===== src/rtl/spi_slave_regctl.sv =====
// spi_slave_regctl: register-file controller sitting behind a byte-level SPI slave core.
// The first byte of each chip-select frame is a command: bit 7 selects read (1) or write (0),
// and bits 6:0 carry the register address. The bytes that follow stream into or out of the
// register bank.
// A local write port shares the bank with the SPI side. When both hit the same register in
// the same cycle, the SPI write wins.
// Optional feature macro: SPI_REGCTL_AUTOINC_EN. When it is defined, the pointer
// auto-increments after every data byte. When it is undefined, the pointer stays on the
// command address for the whole frame.
module spi_slave_regctl #(
    parameter int         AW      = 3,
    parameter logic [7:0] RST_VAL = 8'h00
) (
    input  logic                    clk,
    input  logic                    rst,
    input  logic                    cs_n,
    input  logic [7:0]              rxd_data,
    input  logic                    rxd_flag,
    output logic [7:0]              txd_data,
    input  logic                    loc_we,
    input  logic [AW-1:0]           loc_addr,
    input  logic [7:0]              loc_wdata,
    output logic                    loc_drop,
    output logic [8*(1<<AW)-1:0]    reg_q,
    output logic                    wr_pulse,
    output logic [AW-1:0]           wr_addr,
    output logic                    cmd_err
);

    localparam int NREG = 1 << AW;

`ifdef SPI_REGCTL_AUTOINC_EN
    localparam logic [AW-1:0] PTR_STEP = AW'(1);
`else
    localparam logic [AW-1:0] PTR_STEP = '0;
`endif

    typedef enum logic [2:0] {
        S_IDLE,
        S_CMD,
        S_WR,
        S_RD,
        S_ERR
    } state_t;

    state_t          state;
    logic [AW-1:0]   ptr;
    logic [7:0]      bank [NREG];

    logic            cs_meta;
    logic            cs_s;
    logic            cs_s_d;
    logic            cs_fall;
    logic            cs_rise;

    logic [6:0]      cmd_hi;
    logic            cmd_bad;
    logic [AW-1:0]   cmd_addr;
    logic            spi_we;

    // Two-flop synchronizer for the raw chip select, plus one delayed copy for edge detection.
    // All three flops idle high so that reset never looks like a frame start.
    always_ff @(posedge clk or posedge rst) begin
        if (rst) begin
            cs_meta <= 1'b1;
            cs_s    <= 1'b1;
            cs_s_d  <= 1'b1;
        end else begin
            cs_meta <= cs_n;
            cs_s    <= cs_meta;
            cs_s_d  <= cs_s;
        end
    end

    assign cs_fall  = cs_s_d & ~cs_s;
    assign cs_rise  = ~cs_s_d & cs_s;

    // Any address bit at or above AW makes the command illegal.
    assign cmd_hi   = rxd_data[6:0] >> AW;
    assign cmd_bad  = (cmd_hi != 7'd0);
    assign cmd_addr = rxd_data[AW-1:0];
    assign spi_we   = (state == S_WR) && rxd_flag;

    // Register bank: the SPI write takes priority; a colliding local write is dropped and flagged.
    always_ff @(posedge clk or posedge rst) begin
        if (rst) begin
            for (int i = 0; i < NREG; i++) begin
                bank[i] <= RST_VAL;
            end
            loc_drop <= 1'b0;
        end else begin
            for (int i = 0; i < NREG; i++) begin
                if (spi_we && (ptr == AW'(i))) begin
                    bank[i] <= rxd_data;
                end else if (loc_we && (loc_addr == AW'(i))) begin
                    bank[i] <= loc_wdata;
                end
            end
            loc_drop <= loc_we && spi_we && (loc_addr == ptr);
        end
    end

    // Frame FSM: decodes the command, steps the pointer, and drives txd_data and the status pulses.
    always_ff @(posedge clk or posedge rst) begin
        if (rst) begin
            state    <= S_IDLE;
            ptr      <= '0;
            txd_data <= 8'h00;
            wr_pulse <= 1'b0;
            wr_addr  <= '0;
            cmd_err  <= 1'b0;
        end else begin
            wr_pulse <= 1'b0;
            cmd_err  <= 1'b0;
            case (state)
                S_IDLE: begin
                    if (cs_fall) begin
                        state <= S_CMD;
                    end
                end
                S_CMD: begin
                    if (rxd_flag) begin
                        if (cmd_bad) begin
                            state    <= S_ERR;
                            cmd_err  <= 1'b1;
                            txd_data <= 8'hFF;
                        end else if (rxd_data[7]) begin
                            state    <= S_RD;
                            txd_data <= bank[cmd_addr];
                            ptr      <= cmd_addr + PTR_STEP;
                        end else begin
                            state    <= S_WR;
                            ptr      <= cmd_addr;
                        end
                    end
                end
                S_WR: begin
                    if (rxd_flag) begin
                        wr_pulse <= 1'b1;
                        wr_addr  <= ptr;
                        ptr      <= ptr + PTR_STEP;
                    end
                end
                S_RD: begin
                    if (rxd_flag) begin
                        txd_data <= bank[ptr];
                        ptr      <= ptr + PTR_STEP;
                    end
                end
                S_ERR: begin
                    txd_data <= 8'hFF;
                end
                default: begin
                    state <= S_IDLE;
                end
            endcase
            // The end of the frame overrides whatever the state logic chose.
            // A byte arriving in the same cycle has already been processed above.
            if (cs_rise) begin
                state <= S_IDLE;
            end
        end
    end

    // Flatten the bank onto the system-side output bus.
    for (genvar g = 0; g < NREG; g++) begin : g_regq
        assign reg_q[8*g +: 8] = bank[g];
    end

endmodule


===== config.mk =====
export PLATFORM = sky130hd
export DESIGN_NAME = spi_slave_regctl
export DESIGN_NICKNAME = d
export VERILOG_FILES = /design/src/rtl/spi_slave_regctl.sv
export SDC_FILE = /design/constraint.sdc
export NUM_CORES = 1
export LEC_CHECK = 0
export CORE_MARGIN = 4
export CORE_UTILIZATION = 52
export CTS_CLUSTER_DIAMETER = 200
export DETAILED_ROUTE_END_ITERATION = 12
export PLACE_DENSITY = 0.8
export SLEW_MARGIN = 30
export SYNTH_ARGS = -nofsm -noshare
export SYNTH_HDL_FRONTEND = slang
export SYNTH_SLANG_ARGS = --single-unit

===== constraint.sdc =====
create_clock -name clk -period 3.55 [get_ports clk]
set_input_delay 0.71 -clock clk [delete_from_list [all_inputs] [get_ports clk]]
set_output_delay 0.71 -clock clk [all_outputs]
set_load 0.03 [all_outputs]

# After elaboration in Yosys (flattened, before gate mapping)

Cells that the tools add are included.

Bitwise gates (word level): 7
Divide/modulo/power cells: 0
Shifts and indexed selects: 0
Magnitude comparators: 2
Multiplexer cells: 38
Eq/ne operators: 25
Reduce and logical (&&, ||, !) cells: 37
$add $sub $neg: 0
Multiply operators: 0

Operators with widths:

| cell                                                      | count |
|---|---|
| two-way mux 8 bit                                         | 24 |
| binary-select mux 8 bit (select 3 bit)                    | 2 |
| equality test 3 bit (second input constant)               | 9 |
| case mux 8 bit (3 select lines)                           | 1 |
| logical AND 1 bit                                         | 19 |
| equality test 3 x 2 -> 1 bit (second input constant)      | 6 |
| nonzero test 2 bit                                        | 8 |
| two-way mux 3 bit                                         | 4 |
| equality test 3 x 1 -> 1 bit (second input constant)      | 3 |
| logical NOT 3 bit                                         | 3 |
| != test 3 bit (second input constant)                     | 3 |
| case mux 3 bit (3 select lines)                           | 1 |
| greater-or-equal comparator 4 bit (second input constant) | 2 |
| inverter 3 -> 4 bit                                       | 2 |
| nonzero test 7 bit                                        | 1 |
| two-way mux 1 bit                                         | 6 |
| AND reduction 3 bit                                       | 2 |
| != test 2 bit (second input constant)                     | 2 |
| AND reduction 4 bit                                       | 1 |
| equality test 3 bit                                       | 1 |
| inverter 1 bit                                            | 3 |
| nonzero test 3 bit                                        | 1 |
| OR reduction 3 bit                                        | 1 |
| bitwise AND 1 bit                                         | 2 |
| other kinds (2)                                           | 2 |

Bits in registers: 87
Logic and storage cells: 127
Bits in latches: 0
RAM bits: 0
Memories kept: 0
Bits in read-only memories: 0

# Depth between registers and ports, before layout

Gate-level depths: netlist of the first run.

Depth in word-level cells: 8
Mapped depth: 8
Gate-level depth less buffers: 6

# Worst setup path before layout of the first run

OpenSTA, ideal clock, no wires.

Kind: input -> register
From: in rxd_data[6]
To: reg txd_data[0]
Cell stages on the path: 7
Buffers on the path: 2
Arrival: 2.134 ns
Setup slack: 1.293 ns
Library setup time: 0.123 ns
Path through: buf_6 -> or4_4 -> buf_6 -> o31a_4 -> a21o_4 -> o2bb2ai_2 -> a21oi_1

Word-level cells in the longest chain between the ends: 4

RTL lines:

| element                         | line | source |
|---|---|---|
| start, declared                 | 17   | `input logic [7:0] rxd_data,` |
| nonzero test 7 bit *            | 80   | `assign cmd_bad = (cmd_hi != 7'd0);` |
| two-way mux 8 bit               | 123  | `if (cmd_bad) begin` |
| two-way mux 8 bit               | 122  | `if (rxd_flag) begin` |
| case mux 8 bit (3 select lines) | 115  | `case (state)` |
| end signal, assigned            | 129  | `txd_data <= bank[cmd_addr];` |
| end signal, assigned            | 146  | `txd_data <= bank[ptr];` |
| end, declared                   | 19   | `output logic [7:0] txd_data,` |

Every way passes the cells marked *; elsewhere a longest branch is shown, timed or not. The select of a mux whose other input is x is not followed.
A chain may end at the register's enable or synchronous reset.

# Worst setup path in the final report of the first run

From: in rxd_flag
To: reg bank, in the netlist reg_q[10]

Word-level cells in the longest chain between the ends: 3

RTL lines:

| element                                                 | line | source |
|---|---|---|
| start, declared                                         | 18   | `input logic rxd_flag,` |
| logical AND 1 bit *                                     | 82   | `assign spi_we = (state == S_WR) && rxd_flag;` |
| logical AND 1 bit *                                     | 93   | `if (spi_we && (ptr == AW'(i))) begin` |
| two-way mux 8 bit or nonzero test 2 bit (tied branches) | -    |  |
| end signal, assigned by index                           | 94   | `bank[i] <= rxd_data;` |
| end signal, assigned by index                           | 96   | `bank[i] <= loc_wdata;` |
| end, declared                                           | 48   | `logic [7:0] bank [NREG];` |

Every way passes the cells marked *; elsewhere a longest branch is shown, timed or not.

==> reports/metrics.cfg, run 1 <==
[setup_path]
cp-end-kind = flip-flop
required_ns = 3.83
startpoint_type = primary input
crit_type = primary input to flip-flop
cp_top_family = simple AND/OR/NAND/NOR gates
arrival_ns = 2.89
path_max_fanout = 10
cp_cell_sequence = clkdlybuf4s50_1, and4bb_1, nand2b_1, nor3b_2, buf_4, nand2_1, o21ai_0
slowest_delay_ns = 0.54
crit_start = rxd_flag
path_buf_inv = 2
crit_path_top_delay_cell = clkdlybuf4s50_1
r2r-start = ptr[0]

[clock_tree]
clk_path_buf_depth = 2
postCtsSetupBuffers = 0
cts_buffers = 9
insertion_delay_ns = 0.36
hold_buffers = 0
cts_tree = yes
clkSlewWorstSetupHoldPaths_ns = 0.09
htree_levels = 3
clock_sinks = 87
ctsResizeCount = 0
cts-root-buf = clkbuf_8

[yosys]
synth_edf_count = 0
yosysTopAreaCell = dfrtp_1
yosys-top-cells-area = dfrtp_1 (41%), mux2i_1 (21%), mux4_2 (5.2%)
async_flop_share = 1.00
ys_seq_area_frac = 0.421
synth_cells = 512
netlist_area_mm2 = 0.00518
ys.flop_type = dfrtp_1
synth_fp_nets = 537
yosysWarningCount = 0
yosysUniqueCellTypes = 43
yosys.area.top_type_share = 0.406
synth.avg_cell_area_um2 = 10.1
ys_seq_elements = 87

[timing]
clock.fmax_ghz = 0.384
setup_viol = 0
worst_slew_pin_slew_ns = 0.837
setup_slack_ns = 0.945
min_period_ns = 2.60
relSlewSlack = 0.442
slew_viol_final = 0
period_share = 0.734
grt_setup_unrepaired = false
finalSetupTns_ns = 0
clock_skew_ns = 0.0124
hold_viol = 0

[route]
via_per_inst = 6.00
remaining_drc_errors = 0
postRouteAntennaNets = 0
drtIter0Drc = 328
routed_wl_mm = 15.0
num_vias = 4377
dr.pass1.iters = 5
wl_per_cell_um = 20.5

[power]
seqPwrFrac = 0.379
ir_drop_uv = 344
leakagePower_uw = 0.00272
powerDensity_mw_per_mm2 = 629
swShare = 0.400
switchingPower_uw = 1630
clockPowerShare = 0.194
p_int_uw = 2450
comb_power_share = 0.427

[floorplanning]
dieHeight_um = 108
num_rows = 36
die_area_mm2 = 0.0116
core_mm2 = 0.00973
start_util = 0.532
num_io_pins = 102
die_w_um = 108

[final_layout]
final_layout_size_suffix_gt1_frac = 0.106
nets = 617
final_cells = 730
syn_to_final_growth_pct = 25.2
diodes = 0
finalCoreUtilization = 0.667

[place]
dp.cells = 714
gp_congestion = 0.903
dp_hpwl_mm = 10.8
io_buffers = 101
dp_slack_ns = 0.587

[global_routing]
grt_pass1_vias = 4306
grt_start_max_net_pins = 51
grt.total_usage = 0.264
grt_pass1_wl_mm = 23.6
gr-total-overflow = 0
antenna_found_initial = 0

[worst_hold_path]
hp-class = flip-flop to flip-flop
hold_path.startpoint = cs_meta

[job]
maxCapViolCount = 0

[run_status]
status = completed

## cells in the final DEF, fill, tap and decap left out, types with 5 or more instances in the layout
cell / Yosys / final
mux2i_1: 108 / 108
clkdlybuf4s50_1: 0 / 100
dfrtp_1: 84 / 84
nor2_1: 48 / 48
nand2_1: 46 / 46
a21oi_1: 38 / 38
o21ai_0: 37 / 37
buf_4: 2 / 15
mux4_2: 12 / 12
clkbuf_8: 0 / 11
a221oi_1: 7 / 7
mux2_2: 7 / 7
nor2b_1: 6 / 6
nand3_1: 6 / 6
a31oi_1: 6 / 6
and2_1: 5 / 5
a22o_1: 5 / 5
## sequential cells by signal, indices dropped and copies added (netlist names)
signal / flops
cs_s_d: 1
txd_data: 8
cs_meta: 1
wr_addr: 3
cs_s: 1
state: 3
reg_q: 64
ptr: 3
cmd_err: 1
loc_drop: 1
wr_pulse: 1
## worst reg2reg max path, stage by stage, from the launching register on
cell and delay, ns:
dfrtp_1 0.89, nor2b_1 0.57, nand2_1 0.54, nor2_1 0.23
a21oi_1 0.07
## Yosys cell counts (4+ instances only)
master and n:
mux4_2 12, o21ai_0 37, nor2_1 48, buf_2 17
and2_1 5, a21oi_1 38, a31oi_1 6, o21ai_1 4
nand2_1 46, clkbuf_1 12, mux2_2 7, a22o_1 5
nor3_1 4, nor2b_1 6, nand3_1 6, a221oi_1 7
nor3_2 4, dfrtp_1 84, a22oi_1 4, buf_1 14
mux2i_1 108
## power groups by stage
stage / Sequential (µW) / Clock (µW) / Combinational (µW)
2_1_floorplan: 1790 / 0 / 816
3_3_place_gp: 1540 / 0 / 1700
3_5_place_dp: 1550 / 0 / 1740
4_1_cts: 1540 / 798 / 1740
5_1_grt: 1590 / 831 / 1840
6_report: 1550 / 791 / 1740
## layer usage
| metal | GRT usage | part of all wire |
|---|---|---|
| met5 | 0 | 0 |
| met4 | 0.106 | 0.027 |
| met3 | 0.0486 | 0.076 |
| met2 | 0.401 | 0.47 |
| met1 | 0.374 | 0.43 |
## cell type report
type	instances	area, µm²
clock inverter	3	65.1
inverter	3	12.5
fill	777	3240
sequential	87	2180
multi-input combinational	374	2760
timing repair buffer	117	1140
clock buffer	13	159
tap	133	166
## cells by family after synthesis
| logic type | share of synthesized area |
|---|---|
| adders and majority gates | 0.00242 |
| DFF | 0.421 |
| muxes | 0.276 |
| and+or+nand+nor | 0.124 |
| AOI/OAI and AO/OA | 0.124 |
| buffers and inverters | 0.0469 |
| xor gates and xnor gates | 0.00507 |
## worst paths after layout
check                       endpoint  slack [ns]  cells past startpoint
min in group asynchronous   reg_q[9]        0.76                      2
max in group asynchronous     cs_s_d        2.06                      3
hold / removal                  cs_s        0.36                      0
setup / recovery           reg_q[10]        0.95                      7
setup reg to reg           reg_q[30]        1.11                      4
hold reg to reg                 cs_s        0.36                      0
## through the flow
stage          cell area [µm²]  power [µW]  hold slack, ns
6_report                  6480        4080           0.364
5_1_grt                   6480        4260           0.368
4_1_cts                   6480        4080           0.364
3_5_place_dp              6250        3290           0.348
3_3_place_gp              6250        3250           0.350
2_1_floorplan             5180        2600           0.345
(Power assumes the default switching activity.)
==> run 2: changes to the inputs <==
==> constraint.sdc (replaced) <==
create_clock -name clk -period 2.45 [get_ports clk]
set_input_delay 0.49 -clock clk [delete_from_list [all_inputs] [get_ports clk]]
set_output_delay 0.49 -clock clk [all_outputs]
set_load 0.03 [all_outputs]
==> run 2 against run 1 <==
  * Sequential share of layout area fell by 0.72 points
  * Critical path depth fell by 1
  * Die area did not move
  * Total power rose by 41%
  * Global-route usage rose by 0.67 points
  * Clock power rose by 16%
  * Clock-buffer cell count fell by 2
  * Flip-flop and latch count did not move
  * Combinational power rose by 51%
  * Final area rose by 2.2%
  * Clock skew fell by 0.0016 ns
  * Utilization rose by 1.5 points
==> reports/metrics.cfg, run 2 (synthesized netlist as in run 1, its figures left out) <==
[clock_tree]
cts-root-buf = clkbuf_8
clock_sinks = 87
clkSlewWorstSetupHoldPaths_ns = 0.09
cts_buffers = 9
htree_levels = 3
insertion_delay_ns = 0.36
hold_buffers = 0
cts_tree = yes
ctsResizeCount = 0
clk_path_buf_depth = 2
postCtsSetupBuffers = 0

[timing]
relSlewSlack = 0.595
grt_setup_unrepaired = false
hold_viol = 0
clock.fmax_ghz = 0.483
slew_viol_final = 0
clock_skew_ns = 0.0108
min_period_ns = 2.07
setup_viol = 0
worst_slew_pin_slew_ns = 0.608
finalSetupTns_ns = 0
period_share = 0.845

[route]
dr.pass1.iters = 5
remaining_drc_errors = 0
wl_per_cell_um = 20.1
postRouteAntennaNets = 0
num_vias = 4504
drtIter0Drc = 370
via_per_inst = 6.00
routed_wl_mm = 15.1

[floorplanning]
start_util = 0.532
die_area_mm2 = 0.0116
dieHeight_um = 108
num_rows = 36
die_w_um = 108
core_mm2 = 0.00973
num_io_pins = 102

[setup_path]
crit_start = rxd_data[5]
crit_type = primary input to flip-flop
r2r-start = ptr[1]
startpoint_type = primary input
required_ns = 2.68
cp-end-kind = flip-flop
path_max_fanout = 8
arrival_ns = 2.30

[power]
switchingPower_uw = 2400
clockPowerShare = 0.160
seqPwrFrac = 0.384
comb_power_share = 0.456
p_int_uw = 3360
ir_drop_uv = 418
leakagePower_uw = 0.00279
swShare = 0.416
power_uw = 5750
powerDensity_mw_per_mm2 = 868

[place]
dp_hpwl_mm = 11.2
io_buffers = 101
gp_congestion = 0.869
placed_area_mm2 = 0.00645

[final_layout]
layout_commonest_cell = mux2i_1
largest_reg_flops = 64
finalCoreUtilization = 0.681
nets = 638
syn_to_final_growth_pct = 27.9
diodes = 0
final_layout_size_suffix_gt1_frac = 0.138
final_cell_area_mm2 = 0.00663
final_cell_mix = mux2i_1 (108), clkdlybuf4s50_1 (100), dfrtp_1 (84)

[run_status]
status = completed

[job]
maxCapViolCount = 0

[global_routing]
gr-total-overflow = 0
grt_pass1_vias = 4551
grt_start_max_net_pins = 88
grt_pass1_wl_mm = 24.5
antenna_found_initial = 0
grt.total_usage = 0.271

[worst_hold_path]
hp-class = flip-flop to flip-flop
hold_path.startpoint = cs_meta

run 2: cell types whose count changed in the layout (fill, tap and decap cells not counted), sizes merged:
cell,change
clkinvlp,+3
clkbuf,-2
bufinv,-2
clkinv,+1
buf,+21
run 2: cell type report:
class                      count  area [µm²]
fill                         762        3100
multi-input combinational    374        2760
sequential                    87        2180
timing repair buffer         138        1330
tap                          133         166
clock buffer                  11         141
clock inverter                 5        33.8
inverter                       3        15.0
run 2: path summary, 6_finish.rpt:
check / end / slack (ns) / depth (start not counted)
worst min-delay path: cs_s / 0.36 / 0
max in group asynchronous: cs_meta / 1.43 / 3
worst max register to register: txd_data[4] / 0.58 / 6
worst min register to register: cs_s / 0.36 / 0
worst max-delay path: txd_data[6] / 0.38 / 6
min in group asynchronous: wr_pulse / 0.58 / 3
run 2: per-stage QoR:
stage	hold WS [ns]	setup slack, ns	std cells
detailed placement	0.357	0.0258	735
finish	0.361	0.380	751
global route	0.360	0.362	751
CTS	0.366	0.402	751
global placement	0.350	0.0630	735
floorplan	0.345	0.413	512
run 2: critical path, cell delays in order:
cell,delay (ns)
clkdlybuf4s50_1,0.47
or4_4,0.61
o31a_4,0.33
a21o_4,0.23
nor2_1,0.11
a221oi_1,0.06
run 2: power groups by stage:
stage	Sequential [µW]	Clock [µW]	Combinational [µW]
2_1_floorplan	2590	0	1180
3_3_place_gp	2200	0	2530
3_5_place_dp	2220	0	2610
4_1_cts	2200	935	2620
5_1_grt	2260	1000	2770
6_report	2210	921	2620
run 2: per-layer routing:
layer / vias to the layer above / global-route usage / wire length, µm
met5: - / 0 / 0
li1: 2036 / - / -
met2: 217 / 0.429 / 7270
met1: 2231 / 0.380 / 6560
met3: 20 / 0.0420 / 1010
met4: 0 / 0.0947 / 254
